==> config.mk <==
export PLATFORM = sky130hd
export DESIGN_NAME = bht_update_unit
export DESIGN_NICKNAME = d
export VERILOG_FILES = /design/src/rtl/bht_update_unit.sv
export SDC_FILE = /design/constraint.sdc
export NUM_CORES = 1
export LEC_CHECK = 0
export CAP_MARGIN = 10
export CORE_MARGIN = 5
export CORE_UTILIZATION = 49
export DETAILED_ROUTE_END_ITERATION = 8
export GPL_ROUTABILITY_DRIVEN = 1
export GPL_TIMING_DRIVEN = 0
export PLACE_DENSITY = 0.8
export SYNTH_ARGS = -nofsm -noshare
export SYNTH_HDL_FRONTEND = slang
export SYNTH_SLANG_ARGS = --single-unit
==> constraint.sdc <==
create_clock -name clk -period 5.7 [get_ports clk]
set_clock_uncertainty 0.2 [all_clocks]
set_input_delay 0.855 -clock clk [delete_from_list [all_inputs] [get_ports clk]]
set_output_delay 0.855 -clock clk [all_outputs]
set_load 0.02 [all_outputs]
==> src/rtl/bht_update_unit.sv <==
// rtl/bht_update_unit.sv - branch history table of 2-bit saturating counters with update and statistics
// Combinational prediction read with write-first bypass; registered mispredict pulse and perf counters.
module bht_update_unit #(
  parameter int INDEX_W = 6,
  parameter int CNT_W   = 32
) (
  input  logic             clk,
  input  logic             rst,
  input  logic             en,
  input  logic [31:0]      lookup_pc,
  output logic [1:0]       pred_state,
  output logic             pred_taken,
  input  logic             upd_valid,
  input  logic [31:0]      upd_pc,
  input  logic [1:0]       upd_state,
  input  logic             upd_taken,
  output logic             mispredict,
  output logic [CNT_W-1:0] branch_cnt,
  output logic [CNT_W-1:0] mispredict_cnt
);

  localparam int DEPTH = 1 << INDEX_W;

  logic [1:0]         r_table [DEPTH];
  logic               r_mispredict;
  logic [CNT_W-1:0]   r_branch_cnt;
  logic [CNT_W-1:0]   r_mispredict_cnt;

  logic [INDEX_W-1:0] w_lookup_idx;
  logic [INDEX_W-1:0] w_upd_idx;
  logic               w_accept;
  logic               w_mis_now;
  logic [1:0]         w_next_state;

  assign w_lookup_idx = lookup_pc[INDEX_W+1:2];
  assign w_upd_idx    = upd_pc[INDEX_W+1:2];
  assign w_accept     = en & upd_valid;
  assign w_mis_now    = upd_state[1] ^ upd_taken;

  // Next value derives from the state the branch was predicted with, not the live table.
  always_comb begin
    w_next_state = upd_state;
    if (upd_taken) begin
      if (upd_state != 2'b11) w_next_state = upd_state + 2'b01;
    end else begin
      if (upd_state != 2'b00) w_next_state = upd_state - 2'b01;
    end
  end

  always_comb begin
    pred_state = r_table[w_lookup_idx];
    if (w_accept && (w_lookup_idx == w_upd_idx)) pred_state = w_next_state;
  end

  assign pred_taken     = pred_state[1];
  assign mispredict     = r_mispredict;
  assign branch_cnt     = r_branch_cnt;
  assign mispredict_cnt = r_mispredict_cnt;

  always_ff @(posedge clk or posedge rst) begin
    if (rst) begin
      for (int i = 0; i < DEPTH; i++) r_table[i] <= 2'b01;
      r_mispredict     <= 1'b0;
      r_branch_cnt     <= '0;
      r_mispredict_cnt <= '0;
    end else if (en) begin
      if (upd_valid) begin
        r_table[w_upd_idx] <= w_next_state;
        r_mispredict       <= w_mis_now;
        r_branch_cnt       <= r_branch_cnt + 1'b1;
        r_mispredict_cnt   <= r_mispredict_cnt + {{(CNT_W-1){1'b0}}, w_mis_now};
      end else begin
        r_mispredict <= 1'b0;
      end
    end
  end

endmodule

# After elaboration in Yosys (flattened, before gate mapping)
# Cells that the tools add are included.
[op_classes]
eq_ne = 2
add_sub_neg = 4
n_lt_le_gt_ge = 3
muxes = 11
bitwise = 4
n_reduce_logical = 4
[ops]
columns = ["op", "n"]
rows = [
  ["bitwise mux 128 bit", 1],
  ["adder 32 x 1 -> 32 bit", 1],
  ["adder 32 x 1 -> 32 bit, second input constant", 1],
  ["greater-or-equal comparator 7 bit, second input constant", 2],
  ["two-way mux 2 bit", 7],
  ["inverter 6 -> 7 bit", 2],
  ["binary-select mux 2 bit (select 6 bit)", 1],
  ["demux 2 bit (select 6 bit)", 1],
  ["< comparator 7 x 1 -> 1 bit, second input constant", 1],
  ["== test 6 bit", 1],
  ["adder 2 x 1 -> 2 bit, second input constant", 1],
  ["logical AND 1 bit", 2],
  ["inequality test 2 bit, second input constant", 1],
  ["AND reduction 2 bit", 1],
  ["nonzero test 2 bit", 1],
  ["subtractor 2 x 1 -> 2 bit, second input constant", 1],
  ["bitwise AND 1 bit", 1],
  ["two-way mux 1 bit", 1],
  ["bitwise XOR 1 bit", 1],
]
[totals]
input_bits = 71
register_bits = 193
out_inout_bits = 68

# Depth between registers and ports, before layout
# Gate-level depths: netlist of run 1.
[logic_depth]
ltp_word = 6
ltp_mapped = 9
depth_no_buf = 8

# Worst setup path after synthesis of run 1
# OpenSTA, ideal clock, no wires.
[synth_timing]
path_kind = "input -> output"
startpoint = "input lookup_pc[4]"
endpoint = "output pred_state[1]"
stages = 8
n_path_buf = 3
t_required_ps = 4645
path_slack_ps = 1960
arrival_time_ps = 2685
cell_sequence = "buf_2 -> buf_2 -> xnor2_1 -> nand4_1 -> nor4_1 -> nand4b_1 -> o211ai_1 -> buf_4"
[synth_between]
elab_chain_cells = 5
elab_cells_between_ends = 7
[synth_rtl]
columns = ["element", "line_no", "source"]
rows = [
  ["start, declared", "10", "input logic [31:0] lookup_pc,"],
  ["inverter 6 -> 7 bit (implied by the code)", "51", "pred_state = r_table[w_lookup_idx];"],
  ["binary-select mux 2 bit (select 6 bit)", "51", ""],
  ["two-way mux 2 bit (implied by the code) (2 in series)", "51", ""],
  ["two-way mux 2 bit (*)", "52", "if (w_accept && (w_lookup_idx == w_upd_idx)) pred_state = w_next_state;"],
  ["end, declared", "11", "output logic [1:0] pred_state,"],
]
# Mark *: on every way between the ends. The rest lies on a longest branch, timed or not. The select of a mux whose other input is x is not followed.

# Final worst setup path of run 1
[layout_timing]
startpoint = "input lookup_pc[3]"
endpoint = "output pred_state[1]"
# The elaborated chain is that of the path after synthesis.

==> results of run 1 <==
[registers in the layout, indices dropped and copies added, names as in the netlist]
name and flops:
r_table 128, mispredict_cnt 32, branch_cnt 32, mispredict 1
[final cells by class]
cell class              count  area, um2  share of cell area, %
diodes                      1       2.50                 0.0225
plain buffers              42        191                   1.72
clock buffers              18        439                   3.95
clock inverters            14        143                   1.28
inverters                   8       33.8                  0.304
multi-input cells         502       4210                   37.9
flip-flops and latches    193       4910                   44.1
well taps                 234        293                   2.63
repair buffers             86        901                   8.10
[through the flow]
| step | hold WS, ns | utilization [%] |
|---|---|---|
| after floorplan | 0.275 | - |
| after global placement | 0.255 | 55.7 |
| after detailed placement | 0.276 | 56.2 |
| after CTS | 0.287 | 59.3 |
| after global routing | 0.313 | 59.3 |
| final | 0.285 | 59.3 |
[cell usage in the layout, fill, tap and decap left out, types with 3 or more instances in the layout]
cell type        count
mux2i_1             29
nand4_1             23
dfstp_2             64
o211ai_1             3
ha_1                 3
nor3b_1              3
inv_6                8
nor4_2               3
buf_1                5
clkbuf_16           17
clkdlybuf4s50_1     82
a21oi_1              3
and3_1               7
nor2b_1              5
buf_2                6
nand3b_1             3
and2_1               4
dfrtp_1            129
and4_1               4
clkbuf_1            26
nand2b_1             6
nor3_1               3
nor2_1              71
buf_12               4
inv_1                7
nand2_1             52
nand3_1             24
a31oi_1              4
mux2_2             130
xnor2_1             50
clkinvlp_4           4
buf_4                3
a22oi_1              9
xor2_1              18
mux4_2              21
[synth_stat cells, types with 6 or more instances]
library cell    n
mux2i_1        29
nand3_1        24
and3_1          7
nand2b_1        6
xnor2_1        50
buf_2           6
mux2_2        130
nand4_1        23
dfrtp_1       129
mux4_2         21
xor2_1         18
a22oi_1         9
nand2_1        52
clkbuf_1       26
dfstp_2        64
nor2_1         71
inv_1           8
[logic make-up (layout without fill, tap and decap cells)]
kind of cell / count (synthesis) / in the layout / share of synthesized area (%)
simple gates: 224 / 224 / 12.3
flops: 193 / 193 / 52.6
mux: 180 / 180 / 23.8
xor+xnor: 68 / 68 / 6.38
buf+inv: 50 / 168 / 2.37
compound gates: 25 / 25 / 1.90
fa+ha+maj: 5 / 5 / 0.616
other cells: 0 / 1 / 0
[final timing paths]
check,start,endpoint,cells after the start
setup / recovery,lookup_pc[3],pred_state[1],9
hold / removal,mispredict_cnt[31]$_DFFE_PP0P_,mispredict_cnt[31]$_DFFE_PP0P_,1
setup reg to reg,mispredict_cnt[0]$_DFFE_PP0P_,mispredict_cnt[28]$_DFFE_PP0P_,7
hold reg to reg,mispredict_cnt[31]$_DFFE_PP0P_,mispredict_cnt[31]$_DFFE_PP0P_,1
max in group asynchronous,rst,r_table[10]$_DFFE_PP1P_,4
min in group asynchronous,rst,mispredict_cnt[7]$_DFFE_PP0P_,2
[report_power, final]
part / internal (uW) / total (uW) / switching [uW]
Combinational: 217 / 454 / 237
Sequential: 1510 / 1600 / 87.9
Clock: 629 / 1190 / 560
[metal layers]
metal / GRT usage [%] / routed length (um) / vias to the layer above
met5: 0 / 0 / -
met4: 6.97 / 485 / 0
met3: 4.24 / 1650 / 41
met2: 33.0 / 10600 / 246
met1: 30.2 / 9810 / 3267
li1: - / - / 2858
==> reports/qor.csv, run 1 <==
metric,value,unit
postSynthAreaPerCell,12.5,um2
synth_cells,745,
synth_warnings,0,
leakagePower,0.00472,uW
status,completed,
synth_ff_type,dfrtp_1,
power_density,291,nW/um2
critical_path.slowest_cell,nor4_1,
totalWireLength,22500,um
setup_slack,0.410,ns
clockBufferDepth,2,
num-fill-cells,1465,
grt_pass1_wl,36400,um
cts_max_level,4,
netlist.area_leader.share,34.6,%
rsz0062_at_grt,false,
placed_cells,1065,
ys_ff_latch,193,
via_count,6412,
ctsRootBufferMaster,clkbuf_16,
rows,50,
instances_no_fill,1098,
cts_buffers,17,
critical_path_class,primary input to output port,
ys_seq_area_share,52.6,%
synth_top_area_cell,dfrtp_1,
drt_iter0_markers,455,
drt-wirelength-per-cell,20.5,um
core,18800,um2
synth_edf_count,0,
drv_cap,0,
hpwl,15900,um
ios,139,
synth_cell_type_count,48,
post_cts_buffers,0,
final_nets,924,
overflow,0,
fin_area,11100,um2
antenna_found_initial,0,
hold_buffers,0,
clkSlewWorstSetupHoldPaths,0.08,ns
die_y,148,um
synth-async-reset-ratio,100,%
setup_tns,0,ns
setup_viol_count_final,0,
grt_usage,21.3,%
finalHoldViolCount,0,
worstSkewPairLatency,0.44,ns
crit_chain,clkdlybuf4s50_1 -> buf_2 -> buf_2 -> xor2_1 -> nor4_1 -> nand4b_1 -> o211ai_1 -> buf_4 -> clkdlybuf4s50_1,
critPathMaxFanout,10,
reg2reg_slack,3.15,ns
first_pass_iters,5,
area_growth,19.1,%
startpoint_type,primary input,
max_slew.worst_pin.slew,1.01,ns
crit_family,buffers and inverters,
grt_max_degree,44,
start_util,49.8,%
fin_crit_sh,92.8,%
die_w,148,um
ir_worst_vdd,322,uV
synth.area.top_cells,"dfrtp_1 (35%), dfstp_2 (18%), mux2_2 (16%)",
io_buffers,82,
path_buf_inv,5,
cts_resized,0,
place_area,10500,um2
first_global_vias,6615,
slowest_delay,0.70,ns
layout-drive-gt1-share,32.0,%
routed_via_density,5.84,
critPathArrivalTime,4.23,ns
syn_nets,819,
max_freq,189,MHz
cts.sinks,193,
fin_crit,5.29,ns
p_total,3240,uW
slew_headroom,32.0,%
antenna_left,0,
dp_slack,0.490,ns
drcViolationCount,0,
end_kind,output port,
cts_tree,yes,
fp.dieArea,21900,um2
required,4.64,ns
gp_congestion,0.908,
holdCritPathClass,flip-flop to flip-flop,
synthesis.area,9340,um2
slew_viol_final,0,
Note: power is estimated with default switching activity, not from simulation.
==> run 2, diff against run 1 <==
--- a/config.mk
+++ b/config.mk
@@ -12,6 +12,8 @@
 export GPL_ROUTABILITY_DRIVEN = 1
 export GPL_TIMING_DRIVEN = 0
 export PLACE_DENSITY = 0.8
+export RECOVER_POWER = 25
+export SLEW_MARGIN = 10
 export SYNTH_ARGS = -nofsm -noshare
 export SYNTH_HDL_FRONTEND = slang
 export SYNTH_SLANG_ARGS = --single-unit
==> reports/qor.csv, run 2 (synthesis gave the netlist of run 1 again) <==
metric,value,unit,change
cts_max_level,4,,unchanged
setup_tns,0,ns,unchanged
layout_commonest_cell,mux2_2,,
grt_max_degree,40,,-9.1%
rows,50,,unchanged
start_util,49.8,%,unchanged
layout_common_cells,"mux2_2 (130), dfrtp_1 (129), clkdlybuf4s50_1 (80)",,
drt_iter0_markers,462,,+1.5%
slowest_delay,0.71,ns,about the same
first_global_vias,6507,,-1.6%
violations,"capacitance limit, slew limit",,
r2r_cells,7,,unchanged
die_w,148,um,unchanged
highest_layer,met4,,
routed_via_density,5.80,,-0.64%
area_growth,18.9,%,
core,18800,um2,unchanged
worstSkewPairLatency,0.44,ns,about the same
clkSlewWorstSetupHoldPaths,0.07,ns,about the same
final_nets,925,,+0.11%
ios,139,,unchanged
clockBufferDepth,2,,unchanged
placed_cells,1066,,+0.094%
post_cts_buffers,0,,unchanged
cts_resized,0,,unchanged
die_y,148,um,unchanged
totalWireLength,22400,um,-0.33%
holdCritPathClass,flip-flop to flip-flop,,
reg2reg_to,mispredict_cnt[28]$_DFFE_PP0P_,,
crit_end,pred_state[1],,
slew_viol_final,68,,+68
fp.dieArea,21900,um2,unchanged
drt-met1-wl,9900,um,+0.90%
required,4.64,ns,about the same
startpoint_type,primary input,,
largest_register_ff_count,128,,unchanged
crit_chain,clkdlybuf4s50_1 -> buf_2 -> buf_2 -> xor2_1 -> nor4_1 -> nand4b_1 -> o211ai_1 -> buf_4 -> clkdlybuf4s50_1,,
power_density,293,nW/um2,+0.77%
drcViolationCount,0,,unchanged
reg2reg_slack,3.11,ns,-0.04 ns
fin_crit_sh,92.6,%,-0.16 points
cts.sinks,193,,unchanged
regMostFlops,r_table,,
crit_start,lookup_pc[3],,
antenna_found_initial,0,,unchanged
slew_headroom,-22.1,%,-54 points
hold_buffers,0,,unchanged
status,finished with violations,,
cts_buffers,17,,unchanged
instances_no_fill,1099,,+0.091%
drt-wirelength-per-cell,20.4,um,-0.42%
grt_pass1_wl,35900,um,-1.2%
critPathMaxFanout,10,,unchanged
ir_worst_vdd,222,uV,-31%
layout-drive-gt1-share,31.7,%,-0.27 points
grt_usage,21.1,%,-0.15 points
antenna_left,0,,unchanged
r2r-start,mispredict_cnt[0]$_DFFE_PP0P_,,
io_buffers,82,,unchanged
leakagePower,0.00472,uW,-0.10%
hpwl,15900,um,+0.26%
max_slew.worst_pin.slew,1.83,ns,+0.821 ns
critical_path_class,primary input to output port,,
cts_tree,yes,,
via_count,6377,,-0.55%
critical_path.slowest_cell,nor4_1,,
critPathArrivalTime,4.23,ns,about the same
num-fill-cells,1475,,+0.68%
wl_met2,10300,um,-2.7%
overflow,0,,unchanged
max_freq,189,MHz,+0.17%
rsz0062_at_grt,false,,
finalHoldViolCount,0,,unchanged
drv_cap,2,,+2
gp_congestion,0.908,,unchanged
setup_viol_count_final,0,,unchanged
fin_crit,5.28,ns,-0.00885 ns
first_pass_iters,6,,+1
met3WireLength,1640,um,-0.73%
ctsRootBufferMaster,clkbuf_16,,
end_kind,output port,,
## run 2: changes by cell type in the layout (fill, tap and decap cells not counted), moves of 2 or more
cell	delta
buf_12	-2
clkbuf_1	+3
clkdlybuf4s50_1	-2
clkinv_4	+2
clkinvlp_4	-2
dlygate4sd3_1	+2
inv_6	-2
## run 2: worst min path at each step
stage,start,end,slack [ns],cells past startpoint
after detailed placement,mispredict_cnt[31]$_DFFE_PP0P_,mispredict_cnt[31]$_DFFE_PP0P_,0.28,1
after global routing,branch_cnt[29]$_DFFE_PP0P_,branch_cnt[29]$_DFFE_PP0P_,0.31,1
final,mispredict_cnt[31]$_DFFE_PP0P_,mispredict_cnt[31]$_DFFE_PP0P_,0.28,1
after global placement,mispredict_cnt[31]$_DFFE_PP0P_,mispredict_cnt[31]$_DFFE_PP0P_,0.26,1
after floorplan,r_table[75]$_DFFE_PP0P_,r_table[75]$_DFFE_PP0P_,0.28,1
after CTS,mispredict_cnt[31]$_DFFE_PP0P_,mispredict_cnt[31]$_DFFE_PP0P_,0.29,1
## run 2: critical path, delay by kind of cell
family,cells,cell delay (ns)
AO/OA/AOI/OAI,1,0.19
XOR/XNOR,1,0.13
AND/OR/NAND/NOR,2,0.91
buffers and inverters,5,2.14
## run 2: cell type report
cell class                      count  area, um2  area share [%]
Tap cell                          234        293            2.64
Sequential cell                   193       4910            44.2
Antenna cell                        1       2.50          0.0225
Clock buffer                       17        425            3.83
Buffer                             42        191            1.72
Timing Repair Buffer               87        872            7.85
Clock inverter                     15        170            1.53
Inverter                            8       31.3           0.282
Multi-Input combinational cell    502       4210            37.9
## run 2: per-stage QoR
step                hold slack (ns)  total power, uW  utilization (%)  area [um2]  worst slack (ns)
detailed placement            0.276             2070             56.3       10600             0.506
global placement              0.255             2040             55.7       10500             0.565
finish                        0.284             3260             59.2       11100             0.419
global route                  0.314             3390             59.2       11100             0.223
CTS                           0.286             3290             59.5       11200             0.501
floorplan                     0.275             1880                -        9350              1.96
## run 2: power breakdown
group	switching [uW]	leakage (uW)	internal (uW)	total, uW
clock network	555	0.000288	659	1210
logic	235	0.00202	215	450
registers	87.8	0.00241	1510	1600
total	878	0.00472	2380	3260
## run 2: metal layers
layer  track usage [%]  vias up
li1                  -     2855
met1              30.0     3227
met2              32.0      255
met3              4.97       40
met4              7.39        0
met5                 0        -
==> run 3, diff against run 2 <==
--- a/config.mk
+++ b/config.mk
@@ -13,6 +13,7 @@
 export GPL_TIMING_DRIVEN = 0
 export PLACE_DENSITY = 0.8
 export RECOVER_POWER = 25
+export SKIP_LAST_GASP = 1
 export SLEW_MARGIN = 10
 export SYNTH_ARGS = -nofsm -noshare
 export SYNTH_HDL_FRONTEND = slang
==> results of run 3 <==
Final layout, timing and power as in run 2 (identical DEF).
